$ cat config.mk
export PLATFORM = sky130hd
export DESIGN_NAME = pipelined_n_input_mux
export DESIGN_NICKNAME = d
export VERILOG_FILES = /design/src/rtl/mux_pkg.sv /design/src/rtl/n_bits_mux_tree_stage.sv /design/src/rtl/pipelined_n_input_mux.sv
export SDC_FILE = /design/constraint.sdc
export NUM_CORES = 1
export LEC_CHECK = 0
export ABC_CLOCK_PERIOD_IN_PS = 2300
export BUFFER_PORTS_ARGS = -buffer_cell sky130_fd_sc_hd__buf_4
export CAP_MARGIN = 0
export CORE_ASPECT_RATIO = 0.6
export CORE_UTILIZATION = 45
export DETAILED_ROUTE_END_ITERATION = 10
export PLACE_DENSITY = 0.74
export SLEW_MARGIN = 10
export SYNTH_ARGS = -nofsm -noshare
export SYNTH_HDL_FRONTEND = slang
export SYNTH_HIERARCHICAL = 1
export SYNTH_SLANG_ARGS = --single-unit
$ cat constraint.sdc
create_clock -name CLK -period 2.3 [get_ports CLK]
set_input_delay 0.23 -clock CLK [delete_from_list [all_inputs] [get_ports CLK]]
set_output_delay 0.23 -clock CLK [all_outputs]
set_load 0.1 [all_outputs]
$ cat src/rtl/mux_pkg.sv
// mux_pkg
//   Shared sizing helpers for the pipelined N-input mux.
//   ceil_div     : integer ceiling division.
//   sel_width    : select width for a given input count, ceil(log2(inputs)), minimum 1.
//   stage_count  : register stages needed when each stage folds 'lps' tree levels.
//   MAX_INPUTS   : largest supported input count.
package mux_pkg;

  localparam int MAX_INPUTS = 256;

  function automatic int ceil_div(input int a, input int b);
    return (a + b - 1) / b;
  endfunction

  // A 2-input mux still needs one select bit, so the width never drops below 1.
  function automatic int sel_width(input int inputs);
    int w;
    w = 0;
    while ((1 << w) < inputs) w++;
    return (w < 1) ? 1 : w;
  endfunction

  function automatic int stage_count(input int sel_w, input int lps);
    return ceil_div(sel_w, lps);
  endfunction

endpackage

$ cat src/rtl/n_bits_mux_tree_stage.sv
// n_bits_mux_tree_stage
//   One registered slice of the mux reduction tree. Folds IN_WORDS words down to
//   IN_WORDS / 2^LEVELS words using the low LEVELS bits of the select remnant,
//   and carries the unused upper select bits, valid and error bits alongside.
//   Ports:
//     clock, reset         : rising-edge clock, synchronous active-high reset
//     en                   : stage captures new contents only when high
//     valid_in / valid_out : beat qualifier in / registered out
//     err_in / err_out     : out-of-range select flag in / registered out
//     sel_in / sel_out     : select remnant in / remnant shifted down by LEVELS
//     data_in / data_out   : IN_WORDS words in / OUT_WORDS registered words out
module n_bits_mux_tree_stage
  import mux_pkg::*;
#(
  parameter int BITS      = 32,
  parameter int IN_WORDS  = 4,
  parameter int LEVELS    = 2,
  parameter int SEL_W     = 2,
  localparam int OUT_WORDS = IN_WORDS >> LEVELS
) (
  input  logic                           clock,
  input  logic                           reset,
  input  logic                           en,
  input  logic                           valid_in,
  input  logic                           err_in,
  input  logic [SEL_W-1:0]               sel_in,
  input  logic [IN_WORDS-1:0][BITS-1:0]  data_in,
  output logic                           valid_out,
  output logic                           err_out,
  output logic [SEL_W-1:0]               sel_out,
  output logic [OUT_WORDS-1:0][BITS-1:0] data_out
);

  logic                           valid_q, valid_d;
  logic                           err_q, err_d;
  logic [SEL_W-1:0]               sel_q, sel_d;
  logic [OUT_WORDS-1:0][BITS-1:0] data_q, data_d;
  logic [LEVELS-1:0]              idx;

  assign idx = sel_in[LEVELS-1:0];

  // Each output word j picks one of its 2^LEVELS consecutive input words; the
  // remaining select bits are shifted down so the next stage sees them at bit 0.
  always_comb begin
    valid_d = valid_q;
    err_d   = err_q;
    sel_d   = sel_q;
    data_d  = data_q;
    if (en) begin
      valid_d = valid_in;
      err_d   = err_in;
      sel_d   = sel_in >> LEVELS;
      for (int j = 0; j < OUT_WORDS; j++) begin
        data_d[j] = data_in[j * (1 << LEVELS) + int'(idx)];
      end
    end
  end

  // Reset wipes the stage so no in-flight beat survives it.
  always_ff @(posedge clock) begin
    if (reset) begin
      valid_q <= 1'b0;
      err_q   <= 1'b0;
      sel_q   <= '0;
      data_q  <= '0;
    end else begin
      valid_q <= valid_d;
      err_q   <= err_d;
      sel_q   <= sel_d;
      data_q  <= data_d;
    end
  end

  assign valid_out = valid_q;
  assign err_out   = err_q;
  assign sel_out   = sel_q;
  assign data_out  = data_q;

endmodule

$ cat src/rtl/pipelined_n_input_mux.sv
// pipelined_n_input_mux
//   Selects one of INPUTS words of BITS width through a mux tree broken into
//   STAGES register stages, LEVELS_PER_STAGE 2:1 levels each, with valid/ready
//   flow control and an out-of-range select flag.
//   Ports:
//     CLK, RESET          : rising-edge clock, synchronous active-high reset
//     IN_VALID / IN_READY : input handshake (IN_READY depends on OUT_READY)
//     DATA                : INPUTS packed words
//     SELECT              : index of the word to forward
//     OUT_VALID/OUT_READY : output handshake
//     OUT                 : selected word (0 for an out-of-range select)
//     SEL_ERR             : the beat's SELECT was >= INPUTS
module pipelined_n_input_mux
  import mux_pkg::*;
#(
  parameter int BITS             = 32,
  parameter int INPUTS           = 8,
  parameter int LEVELS_PER_STAGE = 2,
  localparam int SEL_W  = sel_width(INPUTS),
  localparam int STAGES = stage_count(SEL_W, LEVELS_PER_STAGE)
) (
  input  logic                         CLK,
  input  logic                         RESET,
  input  logic                         IN_VALID,
  output logic                         IN_READY,
  input  logic [INPUTS-1:0][BITS-1:0]  DATA,
  input  logic [SEL_W-1:0]             SELECT,
  output logic                         OUT_VALID,
  input  logic                         OUT_READY,
  output logic [BITS-1:0]              OUT,
  output logic                         SEL_ERR
);

  localparam int LEAVES = 1 << SEL_W;

  logic                               adv;
  logic                               in_err;
  logic [LEAVES-1:0][BITS-1:0]        leaves;
  logic [STAGES:1]                    valid_s;
  logic [STAGES:1]                    err_s;
  logic [STAGES:1][SEL_W-1:0]         sel_s;
  logic [STAGES:1][LEAVES-1:0][BITS-1:0] data_s;

  // The whole pipe moves as one: it advances whenever the output slot is empty
  // or being drained, and never during reset.
  assign adv      = ~RESET & (OUT_READY | ~OUT_VALID);
  assign IN_READY = adv;

  // Pad the tree to a power of two with zero leaves so out-of-range selects
  // naturally land on zero; bubbles are zeroed too so OUT never carries junk.
  always_comb begin
    leaves = '0;
    for (int i = 0; i < INPUTS; i++) begin
      if (IN_VALID) leaves[i] = DATA[i];
    end
  end

  assign in_err = IN_VALID & (int'(SELECT) >= INPUTS);

  for (genvar s = 1; s <= STAGES; s++) begin : g_stage
    // The last stage may have fewer select bits left than a full stage folds.
    localparam int REMAINING = SEL_W - (s - 1) * LEVELS_PER_STAGE;
    localparam int LEVELS    = (REMAINING < LEVELS_PER_STAGE) ? REMAINING : LEVELS_PER_STAGE;
    localparam int IN_WORDS  = 1 << REMAINING;
    localparam int OUT_WORDS = IN_WORDS >> LEVELS;

    logic                          st_valid;
    logic                          st_err;
    logic [SEL_W-1:0]              st_sel;
    logic [IN_WORDS-1:0][BITS-1:0] st_data;

    if (s == 1) begin : g_head
      assign st_valid = IN_VALID;
      assign st_err   = in_err;
      assign st_sel   = SELECT;
      assign st_data  = leaves[IN_WORDS-1:0];
    end else begin : g_tail
      assign st_valid = valid_s[s-1];
      assign st_err   = err_s[s-1];
      assign st_sel   = sel_s[s-1];
      assign st_data  = data_s[s-1][IN_WORDS-1:0];
    end

    n_bits_mux_tree_stage #(
      .BITS     (BITS),
      .IN_WORDS (IN_WORDS),
      .LEVELS   (LEVELS),
      .SEL_W    (SEL_W)
    ) u_stage (
      .clock     (CLK),
      .reset     (RESET),
      .en        (adv),
      .valid_in  (st_valid),
      .err_in    (st_err),
      .sel_in    (st_sel),
      .data_in   (st_data),
      .valid_out (valid_s[s]),
      .err_out   (err_s[s]),
      .sel_out   (sel_s[s]),
      .data_out  (data_s[s][OUT_WORDS-1:0])
    );

    assign data_s[s][LEAVES-1:OUT_WORDS] = '0;
  end

  assign OUT_VALID = valid_s[STAGES];
  assign SEL_ERR   = err_s[STAGES];
  assign OUT       = data_s[STAGES][0];

endmodule
==> results.ini, run 1 <==
[setup_path]
crit_arrival_ns = 1.68
worstSetupEndpointType = primary output
worstPathMaxFanout = 102
critPathLaunchType = flip-flop
reg2reg_depth = 4
crit_type = flip-flop to primary output
cp.required_ns = 2.07

[floorplanning]
fp.dieW_microns = 171
core_area_sq_um = 16500
io_pins = 298
fp-row-count = 36
die_y_microns = 103
start_util_pct = 46.6
die_area_sq_um = 17600

[sta]
skew_ns = 0.00636
hold_viol = 0
grt_setup_unrepaired = false
setup_ws_ns = 0.393
tns_ns = 0
relSlewSlack_pct = 26.4
fin_crit_sh_pct = 82.9
min_period_ns = 1.91
setup_viol = 0
max_freq_mhz = 524
worst_pin_slew_ns = 1.10
finalMaxSlewViolations = 0

[clocking]
clkLatencyLatePin_ns = 0.34
clockBufferDepth = 2
ctsResizeCount = 0
clkTransAtPathRegs_ns = 0.07
h-tree-depth = 3
cts_inserted_buffers = 9
cts_tree = done
cts_setup_buffers = 0
cts_sinks = 101
hold_buffers = 0
cts_root_buf = clkbuf_16

[place]
io_buffers = 297
post-place-ws_ns = 0.403
gp_congestion = 0.817
dp.final_hpwl_mm = 16.9

[detailed_routing]
ant_nets = 0
routed_wl_mm = 22.8
drc_errors = 0
wl_per_cell_microns = 17.8
first_pass_iters = 5
via_count = 6577
drt-initial-drc-count = 333
avgViaCountPerCell = 5.14

[status]
status = complete, no violations

[power]
p_total_uw = 4910
power_frac_comb_pct = 30.2
peakVddDrop_mv = 0.327
swShare_pct = 30.6
p_leak_uw = 0.00444
clkPwrFrac_pct = 30.4
p_per_area_nw_per_um2 = 481
power.share.sequential_pct = 39.4
p_sw_uw = 1500
p_int_uw = 3410

[global_routing]
antenna_found_initial = 0
grt_usage_pct = 25.2
grt_overflow = 0
grt_max_degree = 103
grt_pass1_vias = 5985
grt_pass1_wl_mm = 33.5

[finish]
final_core_util_pct = 62.0
area_growth_pct = 32.9
fin_nets = 1311
diodes = 0
drive_above_1_share_pct = 42.7

[synthesis]
yosysWarningCount = 6
synth_area_sq_um = 7690
synthCells = 810
syn_nets = 1073
synth.avg_cell_area_sq_um = 9.49

[min_path]
whs_path_depth = 3
holdCritPathClass = primary input to flip-flop

[flow_run]
max_cap_violations = 0

## critical path, cell delays in order, from the launching register on
cell     delay (ns)
dfxtp_2        0.34
a21oi_4        0.21
buf_12         0.38
buf_4          0.37
## metrics by stage
stage,instances,hold slack [ns],instance area (sq um)
6_report,1279,0.157,10200
5_1_grt,1279,0.185,10200
4_1_cts,1279,0.157,10200
3_5_place_dp,1265,0.479,9930
3_3_place_gp,1265,0.464,9930
2_1_floorplan,810,0.377,7700
## power groups by stage
| stage | clock network (uW) | registers, uW | logic (uW) |
|---|---|---|---|
| floorplan | 0 | 2200 | 716 |
| global placement | 0 | 1970 | 1480 |
| detailed placement | 0 | 1970 | 1490 |
| CTS | 1530 | 1940 | 1500 |
| global route | 1590 | 1950 | 1590 |
| finish | 1490 | 1940 | 1480 |
## state kept, by name, summed over array words and instances (netlist names)
signal	count
g_stage.u_stage/sel_out	1
g_stage.u_stage/valid_out	2
g_stage.u_stage/data_out	96
g_stage.u_stage/err_out	2
## per-layer routing
layer  vias to the layer above  GRT usage [%]  share of wire (%)
li1                       3334              -                  -
met1                      2992           37.8                 51
met2                       234           36.4                 41
met3                        17           5.29                7.7
met4                         0           5.89                1.2
met5                         -              0                  0
## layout make-up
type                    count  area (sq um)
well taps                 228           285
inverters                   1          3.75
clock inverters             2          35.0
flip-flops and latches    101          2020
fillers                  1463          6270
repair buffers            313          2450
multi-input cells         622          5170
clock buffers              12           246
## placed cells by master (no fill, tap or decap), drive strengths merged
cell    instances
clkbuf         12
buf           313
inv             1
or3b           65
mux2i         165
bufinv          1
o221ai         64
nor2           37
nand3b          1
dfxtp         101
clkinv          1
a21oi           1
a211oi         32
conb            1
and2          256
## worst paths after layout
kind	from	endpoint	slack, ns
max	g_stage[2].u_stage/valid_out	IN_READY	0.39
min reg2reg	g_stage[2].u_stage/data_out[14]	g_stage[2].u_stage/data_out[14]	0.49
min	SELECT[2]	g_stage[1].u_stage/sel_out[0]	0.16
max reg2reg	g_stage[2].u_stage/valid_out	g_stage[1].u_stage/data_out[63]	0.46
Note: power is estimated with default switching activity, not from simulation.
==> run 2, diff against run 1 <==
ABC_CLOCK_PERIOD_IN_PS = 1800   (was 2300)
clock period = 1.8 ns   (was 2.3 ns; I/O delays follow)
==> run 2 against run 1 <==
  * Design area rose by 0.99%
  * Worst hold slack got worse by 0.038 ns
  * Worst setup slack got worse by 0.27 ns
  * Sequential power rose by 27%
  * Clock power rose by 23%
  * Global-route usage fell by 0.17 points
  * Largest cell class unchanged
  * Critical endpoint unchanged
  * Non-clock buffer count rose by 4
  * Die area did not move
  * Sequential share of layout area fell by 0.17 points
  * Critical path type unchanged
  * Total power rose by 27%
==> results.ini, run 2 (synthesized netlist as in run 1, its figures left out) <==
[floorplanning]
die_area_sq_um = 17600  ; unchanged
fp.dieW_microns = 171  ; unchanged
core_area_sq_um = 16500  ; unchanged
fp-row-count = 36  ; unchanged
die_y_microns = 103  ; unchanged
start_util_pct = 46.6  ; unchanged
io_pins = 298  ; unchanged

[detailed_routing]
first_pass_iters = 4  ; -1
wl_per_cell_microns = 17.9  ; +0.46%
avgViaCountPerCell = 5.15  ; about the same
routed_wl_mm = 23.0  ; +0.94%
via_count = 6613  ; +0.55%
drt-initial-drc-count = 356  ; +6.9%
ant_nets = 0  ; unchanged
drc_errors = 0  ; unchanged

[place]
post-place-ws_ns = 0.302  ; -0.102 ns
gp_congestion = 0.870  ; +6.4%
io_buffers = 297  ; unchanged
dpl.cell_count = 1268  ; +0.24%
dp.final_hpwl_mm = 16.8  ; -0.23%

[sta]
skew_ns = 0.00411  ; -0.00224 ns
hold_viol = 0  ; unchanged
finalMaxSlewViolations = 0  ; unchanged
min_period_ns = 1.68
grt_setup_unrepaired = false
setup_ws_ns = 0.125  ; -0.268 ns
setup_viol = 0  ; unchanged
tns_ns = 0  ; unchanged
max_freq_mhz = 597
fin_crit_sh_pct = 93.1

[clocking]
cts_tree = done
cts_inserted_buffers = 9  ; unchanged
clkLatencyLatePin_ns = 0.33  ; about the same
clkTransAtPathRegs_ns = 0.07  ; about the same
cts_root_buf = clkbuf_16
h-tree-depth = 3  ; unchanged
cts_setup_buffers = 0  ; unchanged
cts_sinks = 101  ; unchanged
clockBufferDepth = 2  ; unchanged

[flow_run]
max_cap_violations = 0  ; unchanged

[setup_path]
crit_type = flip-flop to primary output
crit_arrival_ns = 1.50  ; -0.18 ns
cp.required_ns = 1.62  ; -0.45 ns
worstPathMaxFanout = 42  ; -59%
critPathLaunchType = flip-flop
worstSetupEndpointType = primary output

[global_routing]
grt_pass1_wl_mm = 33.7  ; +0.78%
antenna_found_initial = 0  ; unchanged
grtUsageMet2_pct = 36.1  ; -0.31 points
grt_use_met1_pct = 38.2  ; +0.40 points
busiest_layer = met1
grt_overflow = 0  ; unchanged
grt_usage_pct = 25.0  ; -0.17 points
grt_pass1_vias = 5988  ; +0.050%
grt_max_degree = 119  ; +16%
use_met3_pct = 5.25  ; -0.038 points

[finish]
layout_commonest_cell = buf_4
drive_above_1_share_pct = 43.1  ; +0.42 points
fin_nets = 1315  ; +0.31%
diodes = 0  ; unchanged
seq_area_sq_um = 2030  ; +0.12%
area_growth_pct = 34.2
finalNonFillerCells = 1285  ; +0.47%
nFillCells = 1419  ; -3.0%
largest_register_ffs = 96  ; unchanged
mostFrequentLayoutCells = 302 x buf_4, 256 x and2_1, 165 x mux2i_1, 99 x dfxtp_1
multiInputGateArea_sq_um = 5170  ; unchanged
final_core_util_pct = 62.6  ; +0.61 points

[status]
status = complete, no violations

[power]
p_total_uw = 6250  ; +27%
p_leak_uw = 0.00449  ; +1.1%
peakVddDrop_mv = 0.509  ; +55%
p_per_area_nw_per_um2 = 605  ; +26%

[min_path]
holdCritPathClass = primary input to flip-flop

## run 2: critical path, stage by stage (launching register included)
cell and delay, ns:
dfxtp_4 0.36, a21oi_4 0.26, buf_12 0.27, buf_6 0.26
## run 2: worst paths after layout
kind,slack (ns),cells after the start,end,from
setup reg to reg,0.24,4,g_stage[1].u_stage/data_out[28],g_stage[2].u_stage/valid_out
hold / removal,0.12,3,g_stage[1].u_stage/sel_out[0],SELECT[2]
hold reg to reg,0.49,2,g_stage[2].u_stage/data_out[15],g_stage[2].u_stage/data_out[15]
setup / recovery,0.12,3,IN_READY,g_stage[2].u_stage/valid_out
## run 2: layer usage
layer,up-vias,share of wire [%],wire (microns)
met1,3025,52,11800
met4,0,0.62,143
met5,-,0,0
met2,226,41,9330
met3,8,7.2,1660
li1,3354,-,-
## run 2: report_power, final
group	internal (uW)	switching (uW)
Sequential	2360	104
Combinational	911	1030
Clock	1010	834
## run 2: repair_timing
action | CTS | global route
hold buffers | 0 | 0
resized for setup | 0 | 1
setup endpoints to repair | 0 | 1
## run 2: final cells by class
cell class	count	area share, %
Clock inverter	4	0.218
Multi-Input combinational cell	622	50.1
Inverter	1	0.0364
Tap cell	228	2.76
Clock buffer	12	2.49
Timing Repair Buffer	317	24.8
Sequential cell	101	19.6
## run 2: per-stage QoR
stage,hold WS (ns),area [sq um]
final,0.118,10300
after global routing,0.117,10300
after CTS,0.0976,10300
after detailed placement,0.432,10000
after global placement,0.420,10000
after floorplan,0.327,7720
==> run 3, diff against run 2 <==
CORE_ASPECT_RATIO = default   (was 0.6)
==> run 3 against run 2 <==
  * Worst hold slack worse by 0.010 ns
  * Critical path depth did not move
  * Design area about the same
==> results.ini, run 3 (synthesized netlist as in run 1, its figures left out) <==
[status]
status = complete, no violations

[place]
io_buffers = 297  ; unchanged
gp_congestion = 0.799  ; -8.1%
dp.final_hpwl_mm = 15.1  ; -10%

[global_routing]
grtUsageMet2_pct = 36.5  ; +0.39 points
busiest_layer = met2
antenna_found_initial = 0  ; unchanged
grt_overflow = 0  ; unchanged
use_met3_pct = 2.76  ; -2.5 points
grt_use_met1_pct = 32.5  ; -5.6 points
grt_max_degree = 130  ; +9.2%
grt_usage_pct = 22.8  ; -2.3 points
grt_pass1_vias = 6340  ; +5.9%
grt_pass1_wl_mm = 32.5  ; -3.7%

[power]
power_frac_comb_pct = 29.8  ; -1.2 points
peakVddDrop_mv = 0.462  ; -9.1%
p_leak_uw = 0.00449  ; +0.20%
power.share.sequential_pct = 38.4  ; -1.1 points
p_total_uw = 6390  ; +2.3%
swShare_pct = 30.9  ; -0.50 points
p_int_uw = 4410  ; +3.1%
p_per_area_nw_per_um2 = 619  ; +2.2%
clkPwrFrac_pct = 31.9  ; +2.4 points
p_sw_uw = 1980  ; +0.68%

[floorplanning]
die_area_sq_um = 17600  ; about the same
start_util_pct = 46.2  ; -0.44 points
io_pins = 298  ; unchanged
fp.dieW_microns = 133  ; -22%
fp-row-count = 47  ; +31%
core_area_sq_um = 16600  ; +0.95%
die_y_microns = 133  ; +29%

[setup_path]
crit_slowest_cell = dfxtp_4
cp_slowest_stage_delay_ns = 0.36  ; about the same
r2r_slack_ns = 0.24  ; about the same
worstSetupEndpointType = primary output
crit_type = flip-flop to primary output
cp.required_ns = 1.62  ; about the same
worstPathMaxFanout = 47  ; +12%
crit_chain = a21oi_4 > buf_6 > buf_6
path_common_cell = buf_6
critPathLaunchType = flip-flop
crit_arrival_ns = 1.48  ; -0.02 ns

[finish]
mostFrequentLayoutCells = 304 x buf_4, 256 x and2_1, 165 x mux2i_1, 99 x dfxtp_1
largest_register_ffs = 96  ; unchanged
fin_nets = 1316  ; +0.076%
layout_commonest_cell = buf_4
diodes = 0  ; unchanged
multiInputGateArea_sq_um = 5170  ; unchanged
seq_area_sq_um = 2030  ; unchanged
nFillCells = 1493  ; +5.2%
area_growth_pct = 34.3  ; about the same
drive_above_1_share_pct = 43.3  ; +0.15 points

[sta]
grt_setup_unrepaired = false
max_freq_mhz = 601  ; +0.61%
skew_ns = 0.00897  ; +0.00486 ns
finalMaxSlewViolations = 0  ; unchanged
tns_ns = 0  ; unchanged
min_period_ns = 1.66  ; -0.0102 ns
setup_viol = 0  ; unchanged
fin_crit_sh_pct = 92.5  ; -0.57 points
hold_viol = 0  ; unchanged

[detailed_routing]
drc_errors = 0  ; unchanged
wl_per_cell_microns = 15.9  ; -11%
drt-initial-drc-count = 373  ; +4.8%
routed_wl_mm = 20.3  ; -12%
ant_nets = 0  ; unchanged
via_count = 6434  ; -2.7%
avgViaCountPerCell = 5.03  ; -2.2%
first_pass_iters = 4  ; unchanged

[clocking]
cts_root_buf = clkbuf_16
h-tree-depth = 3  ; unchanged
cts_inserted_buffers = 9  ; unchanged
clockBufferDepth = 2  ; unchanged
hold_buffers = 0  ; unchanged
cts_sinks = 101  ; unchanged
clkLatencyLatePin_ns = 0.33  ; about the same
ctsResizeCount = 1  ; +1
cts_tree = done
cts_setup_buffers = 0  ; unchanged
clkTransAtPathRegs_ns = 0.07  ; about the same

[flow_run]
max_cap_violations = 0  ; unchanged

[min_path]
holdCritPathClass = primary input to flip-flop

==> run 3: metal layers <==
layer / share of wire (%) / vias to the layer above
met5: 0 / -
met4: 1.2 / 0
met3: 5.0 / 14
met2: 45 / 189
met1: 49 / 2883
li1: - / 3348
==> run 3: stage by stage <==
step / setup slack [ns] / hold slack (ns) / cell area, sq um / utilization [%] / std cells
floorplan: -0.207 / 0.327 / 7720 / - / 810
global placement: 0.285 / 0.451 / 10000 / 60.1 / 1262
detailed placement: 0.228 / 0.445 / 10000 / 60.1 / 1262
CTS: 0.0416 / 0.0975 / 10300 / 62.0 / 1278
global route: 0.0616 / 0.159 / 10300 / 62.0 / 1278
finish: 0.135 / 0.108 / 10300 / 62.0 / 1278
==> run 3: power groups by stage <==
stage,Combinational (uW),Sequential (uW),Clock [uW]
after global placement,1900,2500,0
after floorplan,920,2810,0
after global routing,2050,2460,2170
final,1900,2450,2040
after CTS,1920,2450,2080
after detailed placement,1920,2500,0
==> run 3: final timing paths <==
check	startpoint	endpoint	cells after the start
worst max-delay path	g_stage[2].u_stage/valid_out	IN_READY	3
worst min-delay path	SELECT[2]	g_stage[1].u_stage/sel_out[0]	3
worst max register to register	g_stage[2].u_stage/valid_out	g_stage[1].u_stage/data_out[34]	4
worst min register to register	g_stage[2].u_stage/data_out[19]	g_stage[2].u_stage/data_out[19]	2
==> run 3: critical path: cells and delay by family (launching register included) <==
family,cells,cell delay [ns]
AOI/OAI and AO/OA,1,0.20
buffers and inverters,2,0.59
DFF,1,0.36
==> run 3: layout make-up <==
type                       count  area share (%)
clock buffer                  10            2.31
inverter                       1          0.0364
clock inverter                 6           0.739
sequential                   101            19.6
timing repair buffer         318            24.6
tap                          220            2.67
multi-input combinational    622            50.0
